`config.mk`:
```
export PLATFORM = sky130hd
export DESIGN_NAME = ps2_edge_conditioner_flat
export DESIGN_NICKNAME = d
export VERILOG_FILES = /design/src/rtl/ps2_pkg.sv /design/src/rtl/ps2_edge_conditioner_if.sv /design/src/rtl/ps2_line_filter.sv /design/src/rtl/ps2_edge_conditioner.sv /design/src/flat_wrapper.sv
export SDC_FILE = /design/constraint.sdc
export NUM_CORES = 1
export LEC_CHECK = 0
export BUFFER_PORTS_ARGS = -buffer_cell sky130_fd_sc_hd__buf_2
export CAP_MARGIN = 15
export CORE_AREA = 2 2 50 52
export DETAILED_ROUTE_END_ITERATION = 12
export DIE_AREA = 0 0 52 54
export PLACE_DENSITY_LB_ADDON = 0.05
export SLEW_MARGIN = 40
export SYNTH_ARGS = -nofsm -noshare
export SYNTH_HDL_FRONTEND = slang
export SYNTH_SLANG_ARGS = --single-unit
```
`constraint.sdc`:
```
create_clock -name clk -period 1.5 [get_ports clk]
set_clock_uncertainty 0.15 [all_clocks]
set_input_delay 0.15 -clock clk [delete_from_list [all_inputs] [get_ports clk]]
set_output_delay 0.15 -clock clk [all_outputs]
set_load 0.03 [all_outputs]
```
`src/rtl/ps2_pkg.sv`:
```
// Shared constants and helpers for the PS/2 line front end.
package ps2_pkg;

  localparam int unsigned EDGE_FALLING = 0;
  localparam int unsigned EDGE_RISING  = 1;
  localparam int unsigned EDGE_BOTH    = 2;

  localparam logic PS2_IDLE_LEVEL = 1'b1;

  // Smallest width able to index 'value' distinct states.
  function automatic int unsigned clog2(input int unsigned value);
    int unsigned result;
    result = 0;
    while ((64'(1) << result) < 64'(value)) result = result + 1;
    return result;
  endfunction

endpackage

```
`src/rtl/ps2_edge_conditioner_if.sv`:
```
// Pin-side and conditioned-output bundle for all PS/2 channels.
interface ps2_edge_conditioner_if #(
  parameter int unsigned CHANNELS = 2
);

  logic [CHANNELS-1:0] ps2_clk;
  logic [CHANNELS-1:0] ps2_data;
  logic [CHANNELS-1:0] clk_level;
  logic [CHANNELS-1:0] falling_edge;
  logic [CHANNELS-1:0] rising_edge;
  logic [CHANNELS-1:0] edge_strobe;
  logic [CHANNELS-1:0] sampled_data;
  logic [CHANNELS-1:0] bus_idle;

  modport master (
    output ps2_clk, ps2_data,
    input  clk_level, falling_edge, rising_edge, edge_strobe, sampled_data, bus_idle
  );

  modport slave (
    input  ps2_clk, ps2_data,
    output clk_level, falling_edge, rising_edge, edge_strobe, sampled_data, bus_idle
  );

endinterface

```
`src/rtl/ps2_line_filter.sv`:
```
// One PS/2 channel: synchroniser, clock glitch filter, edge strobes, data capture.
// PS2_IDLE_TIMEOUT_EN adds the idle-high timeout counter driving bus_idle.
module ps2_line_filter
  import ps2_pkg::*;
#(
  parameter int unsigned SYNC_STAGES = 2,
  parameter int unsigned FILTER_LEN  = 8,
  parameter int unsigned IDLE_CYCLES = 5000
) (
  input  logic clk,
  input  logic reset,
  input  logic ps2_clk,
  input  logic ps2_data,
  output logic clk_level,
  output logic falling_edge,
  output logic rising_edge,
  output logic sampled_data,
  output logic bus_idle
);

  localparam int unsigned CNT_W = clog2(FILTER_LEN + 1);

  logic [SYNC_STAGES-1:0] clk_sync_q;
  logic [SYNC_STAGES-1:0] data_sync_q;
  logic [CNT_W-1:0]       cnt_q;
  logic                   sync_clk;
  logic                   sync_data;
  logic                   mismatch;
  logic                   commit;
  logic                   level_d;

  always_ff @(posedge clk) begin
    if (reset) begin
      clk_sync_q  <= {SYNC_STAGES{PS2_IDLE_LEVEL}};
      data_sync_q <= {SYNC_STAGES{PS2_IDLE_LEVEL}};
    end else begin
      clk_sync_q  <= {clk_sync_q[SYNC_STAGES-2:0], ps2_clk};
      data_sync_q <= {data_sync_q[SYNC_STAGES-2:0], ps2_data};
    end
  end

  // Level flips only after FILTER_LEN consecutive disagreeing samples.
  always_comb begin
    sync_clk  = clk_sync_q[SYNC_STAGES-1];
    sync_data = data_sync_q[SYNC_STAGES-1];
    mismatch  = (sync_clk != clk_level);
    commit    = mismatch && (cnt_q == CNT_W'(FILTER_LEN - 1));
    level_d   = commit ? sync_clk : clk_level;
  end

  always_ff @(posedge clk) begin
    if (reset) begin
      cnt_q        <= '0;
      clk_level    <= PS2_IDLE_LEVEL;
      falling_edge <= 1'b0;
      rising_edge  <= 1'b0;
      sampled_data <= PS2_IDLE_LEVEL;
    end else begin
      cnt_q        <= (!mismatch || commit) ? '0 : cnt_q + CNT_W'(1);
      clk_level    <= level_d;
      falling_edge <= commit && !sync_clk;
      rising_edge  <= commit && sync_clk;
      if (commit && !sync_clk) sampled_data <= sync_data;
    end
  end

`ifdef PS2_IDLE_TIMEOUT_EN
  localparam int unsigned IDLE_W = clog2(IDLE_CYCLES + 1);

  logic [IDLE_W-1:0] idle_cnt_q;
  logic [IDLE_W-1:0] idle_cnt_d;

  // Saturating count of cycles spent with the filtered clock high.
  always_comb begin
    idle_cnt_d = '0;
    if (clk_level) begin
      idle_cnt_d = (idle_cnt_q == IDLE_W'(IDLE_CYCLES)) ? idle_cnt_q : idle_cnt_q + IDLE_W'(1);
    end
  end

  always_ff @(posedge clk) begin
    if (reset) begin
      idle_cnt_q <= '0;
      bus_idle   <= 1'b0;
    end else begin
      idle_cnt_q <= idle_cnt_d;
      bus_idle   <= level_d && (idle_cnt_d == IDLE_W'(IDLE_CYCLES));
    end
  end
`else
  assign bus_idle = 1'b0;
`endif

endmodule

```
`src/rtl/ps2_edge_conditioner.sv`:
```
// Multi-channel PS/2 front end: per-channel line filters plus edge_strobe selection.
// Define PS2_IDLE_TIMEOUT_EN to enable the per-channel bus_idle timeout.
module ps2_edge_conditioner
  import ps2_pkg::*;
#(
  parameter int unsigned CHANNELS    = 2,
  parameter int unsigned SYNC_STAGES = 2,
  parameter int unsigned FILTER_LEN  = 8,
  parameter int unsigned EDGE_MODE   = 0,
  parameter int unsigned IDLE_CYCLES = 5000
) (
  input  logic                   clk,
  input  logic                   reset,
  ps2_edge_conditioner_if.slave  bus
);

  localparam int unsigned MODE = (EDGE_MODE > EDGE_BOTH) ? EDGE_FALLING : EDGE_MODE;

  logic [CHANNELS-1:0] level;
  logic [CHANNELS-1:0] fall;
  logic [CHANNELS-1:0] rise;
  logic [CHANNELS-1:0] sdata;
  logic [CHANNELS-1:0] idle;
  logic [CHANNELS-1:0] strobe;

  for (genvar ch = 0; ch < CHANNELS; ch++) begin : g_ch
    ps2_line_filter #(
      .SYNC_STAGES (SYNC_STAGES),
      .FILTER_LEN  (FILTER_LEN),
      .IDLE_CYCLES (IDLE_CYCLES)
    ) u_filter (
      .clk          (clk),
      .reset        (reset),
      .ps2_clk      (bus.ps2_clk[ch]),
      .ps2_data     (bus.ps2_data[ch]),
      .clk_level    (level[ch]),
      .falling_edge (fall[ch]),
      .rising_edge  (rise[ch]),
      .sampled_data (sdata[ch]),
      .bus_idle     (idle[ch])
    );
  end

  // Strobes are already registered; this is a static select between them.
  always_comb begin
    strobe = fall;
    case (MODE)
      EDGE_RISING: strobe = rise;
      EDGE_BOTH:   strobe = fall | rise;
      default:     strobe = fall;
    endcase
  end

  assign bus.clk_level    = level;
  assign bus.falling_edge = fall;
  assign bus.rising_edge  = rise;
  assign bus.edge_strobe  = strobe;
  assign bus.sampled_data = sdata;
  assign bus.bus_idle     = idle;

endmodule

```
`src/flat_wrapper.sv`:
```
// flat-port wrapper written by rule: the top's interface ports become plain ports
module ps2_edge_conditioner_flat import ps2_pkg::*;
#(
  parameter int unsigned CHANNELS    = 2,
  parameter int unsigned SYNC_STAGES = 2,
  parameter int unsigned FILTER_LEN  = 8,
  parameter int unsigned EDGE_MODE   = 0,
  parameter int unsigned IDLE_CYCLES = 5000
)
  (clk, reset, bus_ps2_clk, bus_ps2_data, bus_clk_level, bus_falling_edge, bus_rising_edge, bus_edge_strobe, bus_sampled_data, bus_bus_idle);
  ps2_edge_conditioner_if #(.CHANNELS(CHANNELS)) bus_i ();
  input  logic clk;
  input  logic reset;
  input wire logic [$bits(bus_i.ps2_clk)-1:0] bus_ps2_clk;
  input wire logic [$bits(bus_i.ps2_data)-1:0] bus_ps2_data;
  output wire logic [$bits(bus_i.clk_level)-1:0] bus_clk_level;
  output wire logic [$bits(bus_i.falling_edge)-1:0] bus_falling_edge;
  output wire logic [$bits(bus_i.rising_edge)-1:0] bus_rising_edge;
  output wire logic [$bits(bus_i.edge_strobe)-1:0] bus_edge_strobe;
  output wire logic [$bits(bus_i.sampled_data)-1:0] bus_sampled_data;
  output wire logic [$bits(bus_i.bus_idle)-1:0] bus_bus_idle;
  assign bus_i.ps2_clk = bus_ps2_clk;
  assign bus_i.ps2_data = bus_ps2_data;
  assign bus_clk_level = bus_i.clk_level;
  assign bus_falling_edge = bus_i.falling_edge;
  assign bus_rising_edge = bus_i.rising_edge;
  assign bus_edge_strobe = bus_i.edge_strobe;
  assign bus_sampled_data = bus_i.sampled_data;
  assign bus_bus_idle = bus_i.bus_idle;
  ps2_edge_conditioner #(.CHANNELS(CHANNELS), .SYNC_STAGES(SYNC_STAGES), .FILTER_LEN(FILTER_LEN), .EDGE_MODE(EDGE_MODE), .IDLE_CYCLES(IDLE_CYCLES)) u_core (.clk(clk), .reset(reset), .bus(bus_i));
endmodule
```
### Yosys cells after proc, flatten, opt, wreduce, memory -nomap -nowiden

Cells that the tools add are included.

| word-level totals | value |
|---|---|
| word-level logic and storage cells | 34 |
| flip-flop bits (word level) | 24 |
| output and inout port bits | 12 |

| cells by class | value |
|---|---|
| reductions and logical operators | 14 |
| $add $sub $neg | 2 |
| equality and inequality tests | 4 |

Operators with widths:

| cell | count |
|---|---|
| adder 4 x 1 -> 4 bit, second input constant | 2 |
| equality test 4 x 3 -> 1 bit, second input constant | 2 |
| logical AND 1 bit | 6 |
| zero test 1 bit | 4 |
| OR reduction 2 bit | 2 |
| logical OR 1 bit | 2 |
| inequality test 1 bit | 2 |

### Logic depth before layout (Yosys ltp)

| depth | value |
|---|---|
| depth after elaboration | 4 |
| gate-level depth with buffers | 4 |
| gate-level depth less buffers | 4 |

### Cells and area by module

A second synthesis with hierarchy kept.

| unflattened totals | value |
|---|---|
| cells, all modules | 80 |
| area total of the unflattened synthesis | 860.8 µm² |

Modules (own cells, without submodules):

| module | cells each | area an instance (µm²) | times used |
|---|---|---|---|
| ps2_line_filter | 39 | 422.9 | 2 |
| ps2_edge_conditioner | 2 | 15.0 | 1 |

### Worst setup path after synthesis

OpenSTA, ideal clock, no wires.

| path | value |
|---|---|
| kind | register -> register |
| start | register u_core.g_ch[0].u_filter.cnt_q[0] |
| end | register u_core.g_ch[0].u_filter.sampled_data |
| data arrival time | 0.917 ns |
| data required time | 1.217 ns |
| cell stages (with the launch flop) | 5 |
| slack | 0.300 ns |
| clock period less this slack | 1.200 ns |
| setup time | 0.133 ns |
| buffers on the path | 0 |
| path through | dfxtp_1 ha_1 nand3b_4 o21ai_0 o311ai_1 |

| on the way | value |
|---|---|
| longest elaborated chain between the ends | 3 |

RTL lines:

| what | line | source |
|---|---|---|
| start, declared | ps2_line_filter.sv:25 | `logic [CNT_W-1:0] cnt_q;` |
| start signal, assigned | ps2_line_filter.sv:59 | `cnt_q <= (!mismatch \|\| commit) ? '0 : cnt_q + CNT_W'(1);` |
| equality test 4 x 3 -> 1 bit | ps2_line_filter.sv:47 | `commit = mismatch && (cnt_q == CNT_W'(FILTER_LEN - 1));` |
| logical AND 1 bit | ps2_line_filter.sv:47 |  |
| logical AND 1 bit | ps2_line_filter.sv:63 | `if (commit && !sync_clk) sampled_data <= sync_data;` |
| end signal, assigned | ps2_line_filter.sv:63 |  |
| end, declared | ps2_line_filter.sv:17 | `output logic sampled_data,` |

No other way between the ends.
A chain may end at the register's enable or synchronous reset.

### Worst setup path in the final report

| path | value |
|---|---|
| start | register u_core.g_ch[1].u_filter.cnt_q[0] |
| end | register u_core.g_ch[1].u_filter.sampled_data |

| on the way | value |
|---|---|
| longest elaborated chain between the ends | 3 |

RTL lines:

| what | line |
|---|---|
| start, declared | ps2_line_filter.sv:25 |
| start signal, assigned | ps2_line_filter.sv:59 |
| equality test 4 x 3 -> 1 bit | ps2_line_filter.sv:47 |
| logical AND 1 bit | ps2_line_filter.sv:47 |
| logical AND 1 bit | ps2_line_filter.sv:63 |
| end signal, assigned | ps2_line_filter.sv:63 |
| end, declared | ps2_line_filter.sv:17 |

No other way between the ends.

==> out/results.ini <==
[route]
drtPass1Iterations = 4
num_vias = 546
routedWlPerCell_um = 9.65
drt-initial-drc-count = 5
routed_wl_um = 1250
ant_nets = 0
remaining_drc_errors = 0
via_per_inst = 4.23

[place]
gp_congestion = 0.652
portBuffers = 15
dp_cells = 120
dp_hpwl_um = 850

[logic_synthesis]
synth_area_per_cell_um2 = 10.6
yosysSeqAreaShare_pct = 52.3
synth_top_area_share_pct = 52.3
ys_warn_count = 0
synthCells = 87
synth_cell_types = 19
synth_seq_cells = 24
yosys-top-cells-area = dfxtp_1 52%, buf_4 9.8%, xor2_1 5.7%, or2_2 5.4%, nand3b_4 4.4%
synthesis.area_um2 = 918
synth_largest_area_cell = dfxtp_1

[floorplanning]
die_x_um = 52
dieArea_um2 = 2810
initial_core_util_pct = 39.6
rows = 18
die_h_um = 54
coreArea_um2 = 2320
io_pins = 18

[clock_network]
cts_num_sinks = 24
h-tree-depth = 1
clk_path_buf_depth = 2
cts_tree = yes
clock_latency_ps = 320
cts-root-buf = clkbuf_4
cts_made_buffers = 3
clk_pin_slew_worst_paths_ps = 140

[setup_path]
critPathLaunch = u_core.g_ch[1].u_filter.cnt_q[0]$_SDFF_PP0_
r2r_cells = 4
crit_required_ps = 1560
cp.depth = 4
reg2reg_to = u_core.g_ch[1].u_filter.sampled_data$_SDFFE_PP1P_
critPathMaxStageDelay_ps = 380
cpMaxStageDelayCell = dfxtp_1
cpLargestDelayFamily = flip-flops
r2r_slack_ps = 200
crit_end = u_core.g_ch[1].u_filter.sampled_data$_SDFFE_PP1P_
crit_path_end_kind = flip-flop
start_kind = flip-flop
path_cells = ha_1, nand3b_4, o21ai_0, o311ai_1
cp_num_buf_inv = 0
arrival_ps = 1360
path_class = reg2reg
cp_max_fo = 6
r2r_start = u_core.g_ch[1].u_filter.cnt_q[0]$_SDFF_PP0_

[timing]
slew_violations = 0
period_needed_ps = 1300
hold_viol = 0
rsz0062_at_grt = no
setup_viol = 0
fin_setup_tns_ps = 0
fmax_mhz = 770
finalCritPeriodShare_pct = 86.6

[cells_and_area]
drive_gt1_share_pct = 31.3
syn_to_final_growth_pct = 13.5
multi_input_area_um2 = 328
mostFrequentLayoutCells = 24 x dfxtp_1, 15 x buf_2, 8 x or2_2
antenna_cells = 0
regArea_um2 = 480
nFillCells = 226
fin_nets = 108
final_cell_count_no_fill = 129
layout_commonest_cell = dfxtp_1

[power]
p_per_area_nw_per_um2 = 1120
seq_power_share_pct = 56.1
switching_power_uw = 222
p_sw_share_pct = 19.1
vdd_drop_max_v = 0.000604
clock_power_share_pct = 39.9
combPwrFrac_pct = 4.0
p_int_uw = 943
p_leak_uw = 0.000542

[status]
outcome = finished clean

[global_route]
grt_start_max_net_pins = 15
grt_pass1_vias = 462
grt_antenna_before_repair = 0
overflow = 0
groute.usage.overall_pct = 9.92
grt_pass1_wl_um = 1930

[flow_run]
drv_cap = 0

[hold_path]
hp-class = reg2reg
hold_depth = 1

[flip-flops by register name, indices dropped and copies added (netlist names)]
signal,cells
u_core.g_ch.u_filter.clk_level,2
u_core.g_ch.u_filter.clk_sync_q,4
u_core.g_ch.u_filter.cnt_q,8
u_core.g_ch.u_filter.data_sync_q,4
u_core.g_ch.u_filter.falling_edge,2
u_core.g_ch.u_filter.rising_edge,2
u_core.g_ch.u_filter.sampled_data,2
[power groups by stage]
stage          registers, µW  logic (µW)  clock network [µW]
2_1_floorplan            667        31.0                   0
3_5_place_dp             668        36.6                   0
3_3_place_gp             668        36.5                   0
5_1_grt                  655        51.2                 505
6_report                 654        46.2                 465
4_1_cts                  654        46.3                 488
[worst min-delay path by stage]
| stage | start | to | slack, ps |
|---|---|---|---|
| after floorplan | bus_ps2_clk[0] | u_core.g_ch[0].u_filter.clk_sync_q[0]$_SDFF_PP1_ | 100 |
| after global placement | bus_ps2_clk[1] | u_core.g_ch[1].u_filter.clk_sync_q[0]$_SDFF_PP1_ | 180 |
| after detailed placement | bus_ps2_data[1] | u_core.g_ch[1].u_filter.data_sync_q[0]$_SDFF_PP1_ | 180 |
| after CTS | u_core.g_ch[0].u_filter.clk_sync_q[0]$_SDFF_PP1_ | u_core.g_ch[0].u_filter.clk_sync_q[1]$_SDFF_PP1_ | 280 |
| after global routing | u_core.g_ch[1].u_filter.data_sync_q[0]$_SDFF_PP1_ | u_core.g_ch[1].u_filter.data_sync_q[1]$_SDFF_PP1_ | 290 |
| final | u_core.g_ch[0].u_filter.clk_sync_q[0]$_SDFF_PP1_ | u_core.g_ch[0].u_filter.clk_sync_q[1]$_SDFF_PP1_ | 270 |
[timing repair]
item / 4_1_cts / 5_1_grt
hold buffers: 5 / 0
buffers inserted: 0 / 0
endpoints found under the hold margin: 6 / 0
gates resized for setup: 0 / 0
endpoints found under the setup margin: 0 / 0
[cell families after synthesis]
family	Yosys count	synth area share [%]
other cells	1	0.408
simple gates	30	21.3
xor+xnor	6	5.72
buf+inv	18	12.4
fa+ha+maj	2	2.72
compound gates	4	3.00
flops	24	52.3
mux	2	2.18
[synthesized netlist by cell type]
| library cell | number |
|---|---|
| nor2_1 | 6 |
| o21ai_0 | 2 |
| nor3_1 | 2 |
| and3_2 | 2 |
| nand2b_1 | 2 |
| nand2_1 | 2 |
| dfxtp_1 | 24 |
| buf_2 | 1 |
| xor2_1 | 6 |
| inv_1 | 5 |
| or2_2 | 8 |
| nor4b_1 | 2 |
| buf_4 | 12 |
| nand3b_4 | 2 |
| nand3_1 | 4 |
| ha_1 | 2 |
| mux2i_1 | 2 |
| conb_1 | 1 |
| o311ai_1 | 2 |
[cell type report]
type / count / area share, %
Clock inverter: 1 / 2.88
Clock buffer: 3 / 2.16
Tap cell: 30 / 3.60
Sequential cell: 24 / 46.1
Multi-Input combinational cell: 46 / 31.5
Timing Repair Buffer: 20 / 12.0
Inverter: 5 / 1.80
[through the flow]
stage | instance area [µm²] | power (µW) | utilization [%] | setup WS (ps) | hold WS [ps]
after floorplan | 922 | 698 | - | 300 | 104
after global placement | 940 | 704 | 40.5 | 225 | 184
after detailed placement | 940 | 704 | 40.5 | 215 | 185
after CTS | 1040 | 1190 | 44.9 | 196 | 281
after global routing | 1040 | 1210 | 44.9 | 104 | 291
final | 1040 | 1160 | 44.9 | 201 | 275
[per-layer routing]
metal | up-vias | track usage (%) | part of all wire (%)
li1 | 291 | - | -
met1 | 242 | 12.2 | 51
met2 | 11 | 13.7 | 43
met3 | 2 | 3.06 | 4.9
met4 | 0 | 9.21 | 1.4
met5 | - | 0 | 0
No activity file was read; power rests on OpenSTA's default activity.
